==> src/rtl/id_ex_stage_pkg.sv <==
// Shared types for the ID/EX pipeline register: operand/register types, the EX payload struct
// and the bubble-state enum.
package id_ex_stage_pkg;

    localparam int XLEN                 = 32;
    localparam int CTRL_W_DEF           = 16;
    localparam int LOAD_USE_BUBBLES_DEF = 1;

    typedef logic [XLEN-1:0] data_t;
    typedef logic [4:0]      r_t;
    typedef logic [1:0]      bub_cnt_t;

    localparam data_t ZERO = '0;
    localparam r_t    NULL = '0;

    typedef enum logic {
        ST_RUN    = 1'b0,
        ST_BUBBLE = 1'b1
    } bub_state_e;

    // The control bundle is parameter-sized, so it is registered beside this struct.
    typedef struct packed {
        data_t       pc;
        logic [31:0] instr;
        data_t       imm;
        r_t          rd_addr;
        logic        rd_wren;
        logic        is_load;
        r_t          rs1_addr;
        r_t          rs2_addr;
        logic        rs1_rden;
        logic        rs2_rden;
        data_t       rs1_data;
        data_t       rs2_data;
    } id_ex_t;

    function automatic logic reads_reg(input r_t src, input logic rden, input r_t dst);
        return rden && (src == dst);
    endfunction

endpackage

==> src/rtl/id_ex_stage_operand_snoop.sv <==
// Keeps one held EX operand current by replacing it with a matching writeback result.
module operand_snoop
    import id_ex_stage_pkg::*;
(
    input  r_t    src_addr,
    input  logic  src_rden,
    input  data_t held_data,
    input  logic  wb_rd_wren,
    input  r_t    wb_rd_addr,
    input  data_t wb_rd_data,
    output data_t snoop_data
);

    always_comb begin
        snoop_data = held_data;
        if (wb_rd_wren && (wb_rd_addr != NULL) && reads_reg(src_addr, src_rden, wb_rd_addr)) begin
            snoop_data = wb_rd_data;
        end
    end

endmodule

==> src/rtl/id_ex_stage.sv <==
// ID/EX pipeline register with load-use bubble insertion, writeback snooping while holding and
// EX flush. Optional performance counters are enabled by defining ID_EX_PERF_CNT_EN.
module id_ex_stage
    import id_ex_stage_pkg::*;
#(
    parameter int LOAD_USE_BUBBLES = LOAD_USE_BUBBLES_DEF,
    parameter int CTRL_W           = CTRL_W_DEF
) (
    input  logic              clk,
    input  logic              rst_n,
    input  logic              id_valid,
    output logic              id_ready,
    input  logic [XLEN-1:0]   id_pc,
    input  logic [31:0]       id_instr,
    input  logic [XLEN-1:0]   id_imm,
    input  logic [CTRL_W-1:0] id_ctrl,
    input  logic [4:0]        id_rd_addr,
    input  logic              id_rd_wren,
    input  logic              id_is_load,
    input  logic [4:0]        id_rs1_addr,
    input  logic [4:0]        id_rs2_addr,
    input  logic              id_rs1_rden,
    input  logic              id_rs2_rden,
    input  logic [XLEN-1:0]   rs1_data,
    input  logic [XLEN-1:0]   rs2_data,
    input  logic              wb_rd_wren,
    input  logic [4:0]        wb_rd_addr,
    input  logic [XLEN-1:0]   wb_rd_data,
    input  logic              ex_flush,
    input  logic              ex_ready,
    output logic              ex_valid,
    output logic [XLEN-1:0]   ex_pc,
    output logic [31:0]       ex_instr,
    output logic [XLEN-1:0]   ex_imm,
    output logic [CTRL_W-1:0] ex_ctrl,
    output logic [4:0]        ex_rd_addr,
    output logic              ex_rd_wren,
    output logic              ex_is_load,
    output logic [4:0]        ex_rs1_addr,
    output logic [4:0]        ex_rs2_addr,
    output logic              ex_rs1_rden,
    output logic              ex_rs2_rden,
    output logic [XLEN-1:0]   ex_rs1_data,
    output logic [XLEN-1:0]   ex_rs2_data
`ifdef ID_EX_PERF_CNT_EN
    ,
    output logic [31:0]       perf_bubble_cnt,
    output logic [31:0]       perf_flush_cnt
`endif
);

    id_ex_t             ex_q, ex_d;
    logic [CTRL_W-1:0]  ctrl_q, ctrl_d;
    logic               valid_q, valid_d;
    bub_cnt_t           bub_cnt_q, bub_cnt_d;
    bub_state_e         state_q, state_d;

    logic               load_hazard;
    logic               capture;
    logic               handoff;
    logic               hold;
    logic               load_leaves;
    data_t              rs1_snoop;
    data_t              rs2_snoop;

    assign load_hazard = valid_q && ex_q.is_load && ex_q.rd_wren && (ex_q.rd_addr != NULL) &&
                         (reads_reg(id_rs1_addr, id_rs1_rden, ex_q.rd_addr) ||
                          reads_reg(id_rs2_addr, id_rs2_rden, ex_q.rd_addr));

    assign id_ready    = ex_flush ||
                         ((!valid_q || ex_ready) && !load_hazard && (state_q == ST_RUN));
    assign capture     = id_valid && id_ready && !ex_flush;
    assign handoff     = valid_q && ex_ready;
    assign hold        = valid_q && !ex_ready;
    // The dependent instruction is waiting in ID as the load moves on: open a bubble window.
    assign load_leaves = handoff && load_hazard && id_valid;

    operand_snoop u_snoop_rs1 (
        .src_addr   (ex_q.rs1_addr),
        .src_rden   (ex_q.rs1_rden),
        .held_data  (ex_q.rs1_data),
        .wb_rd_wren (wb_rd_wren),
        .wb_rd_addr (wb_rd_addr),
        .wb_rd_data (wb_rd_data),
        .snoop_data (rs1_snoop)
    );

    operand_snoop u_snoop_rs2 (
        .src_addr   (ex_q.rs2_addr),
        .src_rden   (ex_q.rs2_rden),
        .held_data  (ex_q.rs2_data),
        .wb_rd_wren (wb_rd_wren),
        .wb_rd_addr (wb_rd_addr),
        .wb_rd_data (wb_rd_data),
        .snoop_data (rs2_snoop)
    );

    always_comb begin
        ex_d      = ex_q;
        ctrl_d    = ctrl_q;
        valid_d   = valid_q;
        bub_cnt_d = bub_cnt_q;
        if (ex_flush) begin
            valid_d   = 1'b0;
            bub_cnt_d = '0;
        end else if (capture) begin
            ex_d.pc       = id_pc;
            ex_d.instr    = id_instr;
            ex_d.imm      = id_imm;
            ex_d.rd_addr  = id_rd_addr;
            ex_d.rd_wren  = id_rd_wren;
            ex_d.is_load  = id_is_load;
            ex_d.rs1_addr = id_rs1_addr;
            ex_d.rs2_addr = id_rs2_addr;
            ex_d.rs1_rden = id_rs1_rden;
            ex_d.rs2_rden = id_rs2_rden;
            ex_d.rs1_data = rs1_data;
            ex_d.rs2_data = rs2_data;
            ctrl_d        = id_ctrl;
            valid_d       = 1'b1;
        end else begin
            if (handoff) begin
                valid_d = 1'b0;
            end
            if (bub_cnt_q != '0) begin
                bub_cnt_d = bub_cnt_q - bub_cnt_t'(1);
            end else if (load_leaves) begin
                bub_cnt_d = bub_cnt_t'(LOAD_USE_BUBBLES - 1);
            end
            if (hold) begin
                ex_d.rs1_data = rs1_snoop;
                ex_d.rs2_data = rs2_snoop;
            end
        end
        state_d = (bub_cnt_d != '0) ? ST_BUBBLE : ST_RUN;
    end

    always_ff @(posedge clk or negedge rst_n) begin
        if (!rst_n) begin
            ex_q      <= '0;
            ctrl_q    <= '0;
            valid_q   <= 1'b0;
            bub_cnt_q <= '0;
            state_q   <= ST_RUN;
        end else begin
            ex_q      <= ex_d;
            ctrl_q    <= ctrl_d;
            valid_q   <= valid_d;
            bub_cnt_q <= bub_cnt_d;
            state_q   <= state_d;
        end
    end

    assign ex_valid    = valid_q;
    assign ex_pc       = ex_q.pc;
    assign ex_instr    = ex_q.instr;
    assign ex_imm      = ex_q.imm;
    assign ex_ctrl     = ctrl_q;
    assign ex_rd_addr  = ex_q.rd_addr;
    assign ex_rd_wren  = ex_q.rd_wren;
    assign ex_is_load  = ex_q.is_load;
    assign ex_rs1_addr = ex_q.rs1_addr;
    assign ex_rs2_addr = ex_q.rs2_addr;
    assign ex_rs1_rden = ex_q.rs1_rden;
    assign ex_rs2_rden = ex_q.rs2_rden;
    assign ex_rs1_data = ex_q.rs1_data;
    assign ex_rs2_data = ex_q.rs2_data;

`ifdef ID_EX_PERF_CNT_EN
    logic [31:0] perf_bubble_q, perf_bubble_d;
    logic [31:0] perf_flush_q, perf_flush_d;
    logic        bubble_slot;

    // Counted on the cycle that decides EX will sit empty because of a load-use stall.
    assign bubble_slot = !ex_flush && (load_leaves || (state_q == ST_BUBBLE));

    always_comb begin
        perf_bubble_d = perf_bubble_q;
        perf_flush_d  = perf_flush_q;
        if (bubble_slot && (perf_bubble_q != '1)) begin
            perf_bubble_d = perf_bubble_q + 32'd1;
        end
        if (ex_flush && (perf_flush_q != '1)) begin
            perf_flush_d = perf_flush_q + 32'd1;
        end
    end

    always_ff @(posedge clk or negedge rst_n) begin
        if (!rst_n) begin
            perf_bubble_q <= '0;
            perf_flush_q  <= '0;
        end else begin
            perf_bubble_q <= perf_bubble_d;
            perf_flush_q  <= perf_flush_d;
        end
    end

    assign perf_bubble_cnt = perf_bubble_q;
    assign perf_flush_cnt  = perf_flush_q;
`endif

endmodule

==> config.mk <==
export PLATFORM = sky130hd
export DESIGN_NAME = id_ex_stage
export DESIGN_NICKNAME = d
export VERILOG_FILES = /design/src/rtl/id_ex_stage_pkg.sv /design/src/rtl/id_ex_stage_operand_snoop.sv /design/src/rtl/id_ex_stage.sv
export SDC_FILE = /design/constraint.sdc
export NUM_CORES = 1
export LEC_CHECK = 0
export ABC_AREA = 1
export BUFFER_PORTS_ARGS = -buffer_cell sky130_fd_sc_hd__buf_2
export CORE_AREA = 3 3 170 172
export DETAILED_ROUTE_END_ITERATION = 10
export DIE_AREA = 0 0 173 175
export GPL_TIMING_DRIVEN = 0
export PLACE_DENSITY = 0.56
export SLEW_MARGIN = 15
export SYNTH_ARGS = -nofsm -noshare
export SYNTH_HDL_FRONTEND = slang
export SYNTH_SLANG_ARGS = --single-unit
==> constraint.sdc <==
create_clock -name clk -period 3.2 [get_ports clk]
set_input_delay 0.32 -clock clk [delete_from_list [all_inputs] [get_ports clk]]
set_output_delay 0.32 -clock clk [all_outputs]
set_load 0.005 [all_outputs]
After elaboration in Yosys (flattened, before gate mapping)
Cells that the tools add are included.
{ "totals": {"register_bits": 199, "inputBits": 238, "output_inout_bits": 197, "elab_cells": 72} }
{ "classes": {"n_addsub": 1, "n_eq_ne": 4, "n_mux": 12, "bitwise_logic": 2, "reduce_logical": 37} }
{ "ops": {"columns": ["op", "count"], "rows": [
  ["two-way mux 64 bit", 2],
  ["two-way mux 32 bit", 2],
  ["equality test 5 bit", 4],
  ["logical AND 1 bit", 19],
  ["nonzero test 2 bit", 5],
  ["nonzero test 5 bit", 2],
  ["two-way mux 2 bit", 4],
  ["AND reduction 3 bit", 2],
  ["logical NOT 1 bit", 4],
  ["two-way mux 1 bit", 4],
  ["logical OR 1 bit", 3],
  ["nonzero test 3 bit", 1],
  ["NOT 1 bit", 2],
  ["AND reduction 2 bit", 1],
  ["subtractor 2 x 1 -> 2 bit (second input constant)", 1]
]} }

Logic depth before layout (Yosys ltp)
Gate-level depths: netlist (run 1).
{ "logic_depth": {"word_depth": 14, "mapped_depth": 14} }

Cells and area by module
From an unflattened synthesis (run 1), not the netlist that was laid out.
{ "unflattened": {"hier_cells": 1460, "area_unflattened_um2": 10730.3} }
{ "modules_own_cells": {"columns": ["module", "n_inst", "cells_each", "area_per_inst_um2", "seq_area_each_um2"], "rows": [
  ["id_ex_stage", 1, 1180, 9474.1, 4979.8],
  ["operand_snoop", 2, 140, 628.1, 0.0]
]} }

Least setup slack after synthesis (run 1)
No wires, ideal clock.
{ "synth_timing": {"path_type": "flip-flop to flip-flop", "from": "reg ex_q (netlist bit ex_rd_addr[1])", "to": "reg ex_q (netlist bit ex_rs1_rden)", "arrival_ns": 1.456, "required_time_ns": 3.084, "setup_slack_ns": 1.627, "stages_incl_launch_ff": 12, "n_path_buf": 3, "synth_period_minus_slack_ns": 1.573, "cell_sequence": "dfrtp_1 > inv_2 > nand4_1 > o21bai_1 > inv_1 > nand2_1 > nand4_2 > buf_6 > buf_6 > buf_6 > nand2_1 > nand2_1"} }
{ "synth_via": {"elab_chain_cells": 11, "elab_cells_between_ends": 15, "cone_classes": "eq/ne (2); reduce/logical (13)"} }
{ "synth_lines": {"columns": ["item", "line_no", "rtl"], "rows": [
  ["start: declaration", "id_ex_stage.sv:52", "id_ex_t ex_q, ex_d;"],
  ["start signal: assignment", "id_ex_stage.sv:140", "ex_q <= '0;"],
  ["start signal: assignment", "id_ex_stage.sv:146", "ex_q <= ex_d;"],
  ["equality test 5 bit", "id_ex_stage_pkg.sv:38", "return rden && (src == dst);"],
  ["logical AND 1 bit", "id_ex_stage_pkg.sv:38", null],
  ["logical OR 1 bit", "id_ex_stage.sv:67", "(reads_reg(id_rs1_addr, id_rs1_rden, ex_q.rd_addr) ||"],
  ["logical AND 1 bit (*)", "id_ex_stage.sv:66", "assign load_hazard = valid_q && ex_q.is_load && ex_q.rd_wren && (ex_q.rd_addr != NULL) &&"],
  ["logical NOT 1 bit (*)", "id_ex_stage.sv:71", "((!valid_q || ex_ready) && !load_hazard && (state_q == ST_RUN));"],
  ["logical AND 1 bit (*) (2 in series)", "id_ex_stage.sv:71", null],
  ["logical OR 1 bit (*)", "id_ex_stage.sv:70", "assign id_ready = ex_flush ||"],
  ["logical AND 1 bit (*) (2 in series)", "id_ex_stage.sv:72", "assign capture = id_valid && id_ready && !ex_flush;"],
  ["AND reduction 2 bit (no line) (*)", null, null]
]} }
Every way passes the cells marked *; elsewhere a longest branch is shown, timed or not.
A chain may end at the register's enable or synchronous reset.

Worst setup path after layout (run 1)
{ "layout_timing": {"from": "reg valid_q, in the netlist ex_valid", "to": "reg ex_q (netlist bit ex_rs1_data[29])"} }
{ "layout_via": {"elab_chain_cells": 12, "elab_cells_between_ends": 17, "cone_classes": "mux (1); reduce/logical (16)"} }
{ "layout_lines": {"columns": ["item", "line_no", "rtl"], "rows": [
  ["start: declaration", "id_ex_stage.sv:54", "logic valid_q, valid_d;"],
  ["start signal: assignment", "id_ex_stage.sv:148", "valid_q <= valid_d;"],
  ["logical AND 1 bit (4 in series)", "id_ex_stage.sv:66", null],
  ["logical NOT 1 bit", "id_ex_stage.sv:71", null],
  ["logical AND 1 bit (2 in series)", "id_ex_stage.sv:71", null],
  ["logical OR 1 bit", "id_ex_stage.sv:70", null],
  ["logical AND 1 bit (2 in series)", "id_ex_stage.sv:72", null],
  ["nonzero test 2 bit (no line)", null, null],
  ["AND reduction 3 bit (no line)", null, null]
]} }
Parallel ways exist; a longest one is shown, timed or not.

==> metrics.md, run 1 <==
| Metric | Value |
|---|---|
| Power share of the combinational group | 21.6% |
| Met2 Use GR | 35.9% |
| FF-to-FF End | ex_rs1_data[29] |
| Hold Vio Cnt, Final | 0 |
| Worst skew pair latency | 0.44 ns |
| Top FF cell, synth | dfrtp_1 |
| Cts bufs inserted | 17 |
| Crit path from | ex_valid |
| Global route overflow | 0 |
| Clk buf depth | 2 |
| Ports | 435 |
| Worst Skew | 0.0247 ns |
| Startpoint types | flop |
| Via Count | 8786 |
| Max VDD drop | 0.348 mV |
| Pwr Density | 564 nW/um2 |
| Final Cycle Share | 72.8% |
| Post-CTS Setup Repair Bufs | 0 |
| Critical-path top delay cell | dfrtp_1 |
| Maxcap violations | 0 |
| Min Hold Slack | 0.0603 ns |
| Cell taking the most area after synthesis | dfrtp_1 |
| Final Net Count | 1875 |
| Root Driver | clkbuf_16 |
| R2R setup slack | 0.87 ns |
| Slew Limit Fails | 0 |
| Delay of the slowest critical-path stage | 0.41 ns |
| Layout cells sized above 1 | 31.8% |
| Post-CTS Hold Buffers | 1 |
| Period minus WS final | 2.33 ns |
| TritonCTS clock tree | done |
| DR WL/cell | 15.6 um |
| Power, Total | 0.00696 W |
| Net switching power | 0.00226 W |
| CP arrival | 2.65 ns |
| H-tree Lvls | 4 |
| M3 GR Usage | 6.37% |
| HPWL Detailed | 24600 um |
| Async S/R FF share, synth | 100% |
| Remaining DRCs | 0 |
| Worst Hold Class | input port to flop |
| Mapped Area | 9010 um2 |
| Reg power frac | 45.4% |
| Synth cell types | 22 |
| Die H | 175 um |
| Initial Utilization | 32.6% |
| Area delta synth->final | 37.2% |
| F_max | 429 MHz |
| Vias in the first global route | 8732 |
| Synth Area per Inst | 7.63 um2 |
| Busiest grt layer | met2 |
| Synth Net Count | 1419 |
| Worst slew pin tran | 0.578 ns |
| Internal power | 0.00470 W |
| Crit path to | ex_rs1_data[29] |
| Top-count cell post-synth | nand2_1 |
| Number of synthesized flops with an enable pin | 0 |
| Syn. warnings | 0 |
| Final setup viols | 0 |
| Met1 Use GR | 24.9% |
| First-pass GRT wire length | 49300 um |
| Slew HR | 61.5% |
| Sequential element share of the synthesized area | 55.3% |
| Drt first pass iters | 4 |
| Origin of the critical flop-to-flop path | ex_valid |
| Rows | 61 |
| WS Path Type | flop to flop |
| WL final | 31700 um |
| Top-area cell type share of the netlist area | 55.3% |
| Status | completed |
| WP data required | 3.52 ns |
| Largest net degree at the start of global routing | 99 |
| Fillers | 2975 |
| Gp weighted congestion | 0.877 |
| Clk pwr share | 33.0% |
| Clock sink count | 199 |
| Reg2Reg Depth | 10 |
| Element type at the critical path end | flop |
| Leak | 7.53 nW |
| Initial antenna violation count | 4 |
| IO buf count | 434 |
| Synthesized flop and latch total | 199 |
| Top cells by count, synth | 658 x nand2_1, 199 x dfrtp_1, 140 x inv_1 |
| DR iter-0 viols | 465 |
| Die ar. | 30300 um2 |
| Top cells by area, synth | dfrtp_1 55%, nand2_1 27%, inv_1 5.8% |
| Via-per-instance ratio | 4.33 |
| Crit path cell chain | inv_1, nor2_1, nand3_1, a21oi_1, nand4_1, clkbuf_1, o21ai_0, nand2_1, nand2_1, inv_1 |
| Sw Ratio | 32.5% |
| GRT Total Usage | 20.6% |
| RSZ-0062 raised after global routing | false |
| Post-route ant nets | 0 |
| Mapped Cells | 1181 |
| Die Wd | 173 um |
| Setup TNS | 0 ns |
| CORE AREA | 27600 um2 |
| Clk pin slew, worst setup/hold paths | 0.10 ns |
| Critical path peak fanout | 10 |
| Cts repair resizes | 0 |
[power groups by stage]
stage	Sequential [W]	Combinational, W	Clock (W)
global placement	0.00320	0.00151	0
finish	0.00316	0.00151	0.00230
CTS	0.00316	0.00154	0.00236
detailed placement	0.00320	0.00154	0
global route	0.00322	0.00173	0.00245
floorplan	0.00322	0.000632	0
[layer usage]
layer,part of all wire [%],vias to the layer above
li1,-,4403
met5,0.11,-
met2,49,336
met1,41,4010
met3,8.0,31
met4,1.6,6
[critical path, delay by kind of cell (launching register included)]
family	cells	cell delay [ns]
AO/OA/AOI/OAI	2	0.50
buffers and inverters	3	0.40
flip-flops	1	0.41
AND/OR/NAND/NOR	5	0.90
[how the worst min path moves through the flow]
stage                            start               to  slack (ns)  cells after the start
after floorplan                  rst_n     bub_cnt_q[0]        0.02                      0
after global placement    ex_instr[19]     ex_instr[19]        0.46                      2
after detailed placement         rst_n  ex_rs2_data[21]        0.13                      1
after CTS                    id_imm[7]        ex_imm[7]        0.04                      3
after global routing       id_ctrl[11]      ex_ctrl[11]        0.05                      3
final                        id_imm[4]        ex_imm[4]        0.06                      3
[state kept, by name, indices dropped and copies added, names as in the netlist, 5 cells and up]
name and cells:
ex_imm 32, ex_pc 32, ex_ctrl 16, ex_rs1_data 32, ex_rs1_addr 5, ex_rd_addr 5
ex_rs2_data 32, ex_instr 32, ex_rs2_addr 5
[stage by stage]
stage / setup slack [ns] / instance area, um2 / cells / util, %
finish: 0.870 / 12400 / 2029 / 44.7
global route: 0.639 / 12400 / 2029 / 44.7
CTS: 0.842 / 12400 / 2028 / 44.7
detailed placement: 0.846 / 11700 / 1995 / 42.4
global placement: -1.87 / 11700 / 1993 / 42.2
floorplan: 1.63 / 9010 / 1181 / -
[cells by family after synthesis]
kind of cell | Yosys count | synth area share [%]
xor gates and xnor gates | 7 | 0.681
AOI/OAI and AO/OA | 87 | 4.88
DFF | 199 | 55.3
and+or+nand+nor | 686 | 29.0
buffers and inverters | 202 | 10.2
[layout make-up]
type	count	area [um2]	share of cell area, %
flip-flops and latches	199	4980	40.3
multi-input cells	780	3110	25.2
repair buffers	437	2250	18.2
inverters	148	556	4.50
well taps	378	473	3.83
clock buffers	18	439	3.55
plain buffers	54	360	2.92
clock inverters	14	188	1.52
diodes	1	2.50	0.0203
[layout by cell type, fill, tap and decap left out, drive strengths merged, types with 5 or more instances in the layout]
cell and n:
o21ai 81, clkinv 5, dfrtp 199, inv 157, buf 484, nand2 658
clkbuf 24, nor2 12, nand4 6, nand3 6
Note: power is estimated with default switching activity, not from simulation.
==> run 2: changes to the inputs <==
ABC_AREA = 0   (was 1)
CORE_AREA = 3 3 166 168   (was 3 3 170 172)
DIE_AREA = 0 0 169 171   (was 0 0 173 175)
PLACE_DENSITY = 0.58   (was 0.56)
clock period = 2 ns   (was 3.2 ns; I/O delays follow)
==> run 2 against run 1 <==
First-iteration DRC count is 45% lower; the run now ends with negative setup slack left; hold slack got worse by 0.029 ns; critical endpoint is now ex_rs2_data[24]; sequential power up 62%; global-route usage is 1.3 points lower; register-to-register slack got worse by 1.2 ns; cell count fell by 24%; die area fell by 4.5%.
==> metrics.md, run 2 <==
| Metric | Value |
|---|---|
| Status | finished with violations |
| Failing checks | negative setup slack |
| Top cells by count, synth | 199 x dfrtp_1, 162 x mux2_2, 97 x mux2_1 |
| Worst slew pin tran | 0.531 ns |
| Slew Limit Fails | 0 |
| Delay of the slowest critical-path stage | 0.52 ns |
| Sequential element share of the synthesized area | 58.7% |
| Multi-input combinational cell area | 3720 um2 |
| Flip-flop and latch area | 4980 um2 |
| GRT Total Usage | 19.3% |
| TritonCTS clock tree | done |
| Die H | 171 um |
| Crit path from | ex_rd_addr[4] |
| Initial antenna violation count | 2 |
| Mapped Area | 8490 um2 |
| Post-route ant nets | 0 |
| Area delta synth->final | 71.8% |
| CP arrival | 2.63 ns |
| Root Driver | clkbuf_16 |
| Cell mode on critical path | buf_6 |
| Die ar. | 28900 um2 |
| Slew HR | 64.6% |
| Critical-path top delay cell | or4_4 |
| Setup TNS | -46.85 ns |
| Gp weighted congestion | 0.772 |
| Fillers | 2165 |
| HPWL Detailed | 20500 um |
| HP Start | id_instr[30] |
| Async S/R FF share, synth | 100% |
| Critical path's top delay family | buffers and inverters |
| Synthesized flop and latch total | 199 |
| Max VDD drop | 0.442 mV |
| Number of synthesized flops with an enable pin | 0 |
| CORE AREA | 26100 um2 |
| Final WS setup | -0.329 ns |
| Element type at the critical path end | flop |
| Via Count | 7160 |
| Clk pin slew, worst setup/hold paths | 0.08 ns |
| Largest net degree at the start of global routing | 90 |
| WL final | 29600 um |
| Worst Hold Class | input port to flop |
| Period minus WS final | 2.33 ns |
| WS Path Type | flop to flop |
| Syn. warnings | 0 |
| CP bufs+invs | 5 |
| First-pass GRT wire length | 43800 um |
| Leak | 7.01 nW |
| Initial Utilization | 32.6% |
| Commonest non-fill, non-tap cell in the layout | buf_2 |
| RSZ-0062 raised after global routing | true |
| Pwr Density | 800 nW/um2 |
| Synth Area per Inst | 15.8 um2 |
| DR iter-0 viols | 258 |
| IO buf count | 434 |
| Top-count cell post-synth | dfrtp_1 |
| Startpoint types | flop |
| Remaining DRCs | 0 |
| Clk buf depth | 2 |
| Die Wd | 169 um |
| Synth cell types | 25 |
| Synth Net Count | 776 |
| Clock sink count | 199 |
| Maxcap violations | 0 |
| Worst Skew | 0.0201 ns |
| Critical path peak fanout | 6 |
| Crit path cell chain | or4_4, o2111ai_2, inv_2, a21oi_4, buf_6, buf_6, buf_12, clkbuf_16, mux2_4 |
| Power, Total | 0.0117 W |
| Top-area cell type share of the netlist area | 58.7% |
| DR WL/cell | 19.1 um |
| Drt first pass iters | 4 |
| Cts bufs inserted | 17 |
| Via-per-instance ratio | 4.62 |
| Cell taking the most area after synthesis | dfrtp_1 |
| Top cells by area, synth | dfrtp_1 59%, mux2_2 21%, mux2_1 13% |
| Global route overflow | 0 |
| F_max | 429 MHz |
| Origin of the critical flop-to-flop path | ex_rd_addr[4] |
| Rows | 59 |
| Final setup viols | 197 |
| Final Net Count | 1439 |
| Layout cells sized above 1 | 62.1% |
| Top FF cell, synth | dfrtp_1 |
| Worst skew pair latency | 0.43 ns |
| WP data required | 2.30 ns |
| Ports | 435 |
| Min Hold Slack | 0.0311 ns |
| Vias in the first global route | 7763 |
| Hold Vio Cnt, Final | 0 |
| Mapped Cells | 538 |
| Final Cycle Share | 116% |
| Commonest non-fill, non-tap cells in the layout | 433 x buf_2, 197 x dfrtp_1, 182 x dlygate4sd3_1, 121 x mux2_2, 99 x mux2_4 |
| H-tree Lvls | 4 |
run 2: cell count changes after synthesis, moves of 6 or more:
cell,delta
nand2_1,-653
mux2_2,+162
inv_1,-138
mux2_1,+97
o21ai_0,-49
o21ai_1,-30
xnor2_1,+17
buf_2,-16
nor2_1,-12
inv_2,-7
clkbuf_1,-6
nand3_1,-6
run 2: power breakdown:
part	leakage (nW)	switching (W)	internal [W]	total, W
clock network	0.278	0.00172	0.00165	0.00337
registers	2.34	0.000394	0.00472	0.00511
logic	4.39	0.00117	0.00202	0.00319
total	7.01	0.00328	0.00839	0.0117
run 2: repair_timing:
| item | CTS | global route |
|---|---|---|
| cloned | 3 | 8 |
| hold buffers | 181 | 1 |
| endpoints found under the setup margin | 197 | 197 |
| pin swaps | 5 | 4 |
| buffers inserted | 14 | 2 |
| hold endpoints to repair | 226 | 1 |
| gates resized for setup | 113 | 49 |
run 2: final cells by class:
cell class / count / share of cell area (%)
Buffer: 27 / 2.87
Inverter: 3 / 0.0772
Clock inverter: 14 / 0.926
Multi-Input combinational cell: 309 / 25.5
Sequential cell: 199 / 34.2
Tap cell: 335 / 2.87
Clock buffer: 17 / 2.92
Timing Repair Buffer: 644 / 30.6
Antenna cell: 1 / 0.0172
run 2: metal layers:
metal	GRT usage [%]	wire length, um	vias to the layer above
met1	23.4	12000	3557
met4	6.39	622	2
met3	5.36	2160	39
met2	33.3	14900	301
li1	-	-	3261
met5	0	13	-
run 2: cell families (layout without fill, tap and decap cells):
family          Yosys count  count (layout)  synth area share [%]
flops                   199             199                  58.7
other cells               0               1                     0
simple gates             19              19                  1.30
compound gates           10              10                 0.870
xor+xnor                 20              20                  2.06
buf+inv                  30             705                  2.64
mux                     260             260                  34.5
run 2: final timing paths:
path	endpoint	slack, ns	cells after the start
hold / removal	ex_instr[30]	0.03	2
setup reg to reg	ex_rs2_data[24]	-0.33	9
max in group asynchronous	ex_pc[30]	0.98	3
setup / recovery	ex_rs2_data[24]	-0.33	9
min in group asynchronous	ex_ctrl[15]	0.21	2
hold reg to reg	ex_imm[2]	0.48	1
run 2: per-stage QoR:
stage	instances	area (um2)	setup WS (ns)	util (%)
2_1_floorplan	538	8540	-0.164	-
3_3_place_gp	1307	11100	-2.90	42.7
3_5_place_dp	1309	11200	-1.03	43.0
4_1_cts	1538	14200	-0.388	54.6
5_1_grt	1549	14600	-0.391	56.0
6_report	1549	14600	-0.329	56.0
==> run 3: changes to the inputs <==
PLACE_DENSITY = 0.69   (was 0.58)
==> run 3 against run 2 <==
The run still ends with negative setup slack left; cell count shrank 0.71%; routed wire length grew 2.3%; clock skew shrank 0.0033 ns; hold slack lost 0.0053 ns; final area grew 0.67%; via count shrank 0.20%; clock power grew 6%; die area is the same; critical path type unchanged; critical endpoint is now ex_rs2_data[25].
==> metrics.md, run 3 (synthesis gave the netlist of run 2 again) <==
| Metric | Value |
|---|---|
| Status | finished with violations |
| Failing checks | negative setup slack |
| Placed Instance Area | 11200 um2 |
| Commonest non-fill, non-tap cell in the layout | buf_2 |
| First-pass GRT wire length | 42400 um |
| Commonest non-fill, non-tap cells in the layout | 435 x buf_2, 196 x dfrtp_1, 175 x dlygate4sd3_1, 146 x mux2_4, 108 x mux2_2 |
| Clk pin slew, worst setup/hold paths | 0.08 ns |
| GRT Total Usage | 18.6% |
| F_max | 431 MHz |
| Power, Total | 0.0120 W |
| Reg2Reg Depth | 8 |
| Global route overflow | 0 |
| Pwr Density | 819 nW/um2 |
| Final Net Count | 1427 |
| Worst Hold Class | input port to flop |
| Die Wd | 169 um |
| Slew HR | 66.3% |
| Via Count | 7146 |
| WS Path Type | flop to flop |
| TritonCTS clock tree | done |
| Final Cycle Share | 116% |
| Cts bufs inserted | 17 |
| Final WS setup | -0.322 ns |
| Initial Utilization | 32.6% |
| IO buf count | 434 |
| Post-route ant nets | 0 |
| Hold endpoint | ex_rs1_data[25] |
| Slew Limit Fails | 0 |
| Origin of the critical flop-to-flop path | ex_rd_addr[3] |
| Root Driver | clkbuf_16 |
| Worst Skew | 0.0168 ns |
| Gp weighted congestion | 0.778 |
| Via-per-instance ratio | 4.65 |
| Area delta synth->final | 73.0% |
| Layout cells sized above 1 | 65.5% |
| Worst skew pair latency | 0.43 ns |
| Leak | 7.14 nW |
| Hold Vio Cnt, Final | 0 |
| Cell mode on critical path | buf_12 |
| HPWL Detailed | 19600 um |
| Min Hold Slack | 0.0258 ns |
| Initial antenna violation count | 1 |
| Max VDD drop | 0.489 mV |
| Dpl cells | 1309 |
| Delay of the slowest critical-path stage | 0.53 ns |
| WL final | 30300 um |
| RSZ-0062 raised after global routing | true |
| Startpoint types | flop |
| CORE AREA | 26100 um2 |
| Period minus WS final | 2.32 ns |
| Critical path peak fanout | 10 |
| Crit path cell chain | or4_4, o2111ai_2, inv_2, a21oi_4, buf_12, clkbuf_16, buf_12, mux2_2 |
| WP data required | 2.31 ns |
| Largest net degree at the start of global routing | 90 |
| Drt first pass iters | 4 |
| Final setup viols | 197 |
| CP arrival | 2.63 ns |
| Rows | 59 |
| Clk buf depth | 2 |
| Finished Cell Area | 14700 um2 |
| Hold path cells | 2 |
| DR WL/cell | 19.7 um |
| H-tree Lvls | 4 |
| Clock sink count | 199 |
| Maxcap violations | 0 |
| Worst slew pin tran | 0.503 ns |
| Die ar. | 28900 um2 |
| R2R setup slack | -0.32 ns |
| Non-filler cells, final | 1538 |
| Remaining DRCs | 0 |
| FF-to-FF End | ex_rs2_data[25] |
| Setup TNS | -51.37 ns |
| Ports | 435 |
| HP Start | rs1_data[25] |
| Vias in the first global route | 7780 |
| Die H | 171 um |
| DR iter-0 viols | 314 |
| Element type at the critical path end | flop |
| Critical-path top delay cell | or4_4 |
-- run 3: cell count changes in the layout (fill, tap and decap cells not counted), sizes merged --
| cell | before | now |
|---|---|---|
| dlygate4sd3 | 182 | 175 |
| buf | 480 | 478 |
| clkbuf | 26 | 24 |
| clkinv | 7 | 9 |
| inv | 10 | 8 |
-- run 3: worst max-delay path by stage --
stage,end,cells after the start,startpoint,slack [ns]
finish,ex_rs2_data[25],8,ex_rd_addr[3],-0.32
global route,ex_rs1_data[25],8,ex_rd_addr[3],-0.38
CTS,ex_rs1_data[9],8,ex_rd_addr[3],-0.33
detailed placement,ex_rs2_data[8],6,ex_valid,-1.02
global placement,ex_instr[24],1,rst_n,-2.70
floorplan,ex_rs1_data[0],7,ex_rd_addr[3],-0.16
-- run 3: area by class of cell --
type	count	area (um2)
flip-flops and latches	199	4980
well taps	335	419
multi-input cells	309	3920
clock buffers	18	439
plain buffers	27	445
diodes	1	2.50
fillers	2063	11400
repair buffers	632	4280
inverters	3	11.3
clock inverters	14	180
-- run 3: timing repair --
| item | CTS | global route |
|---|---|---|
| pin swaps | 5 | 4 |
| gates resized for setup | 58 | 155 |
| cloned | 1 | 6 |
| hold buffers | 168 | 7 |
| setup endpoints to repair | 197 | 197 |
| setup buffers | 12 | 4 |
| hold endpoints to repair | 240 | 7 |
-- run 3: routing by layer --
metal	wire, um	track usage [%]
met5	0	0
met4	463	4.80
met3	1980	5.15
met2	15800	33.7
met1	12100	21.9
-- run 3: report_power, final --
group | switching (W) | leakage (nW) | internal (W) | total, W
clock | 0.00182 | 0.299 | 0.00174 | 0.00356
combinational | 0.00120 | 4.49 | 0.00212 | 0.00332
sequential | 0.000430 | 2.34 | 0.00472 | 0.00515
total | 0.00344 | 7.14 | 0.00859 | 0.0120
-- run 3: per-stage QoR --
stage               util (%)  setup WS (ns)
floorplan                  -         -0.164
global placement        42.7          -2.70
detailed placement      43.0          -1.02
CTS                     53.1         -0.330
global route            56.3         -0.384
finish                  56.3         -0.322
-- run 3: worst max-delay path: cells and delay by family, from the launching register on --
kind | cells | cell delay (ns)
DFF | 1 | 0.41
muxes | 1 | 0.33
AOI/OAI and AO/OA | 2 | 0.35
and+or+nand+nor | 1 | 0.53
buffers and inverters | 4 | 0.57
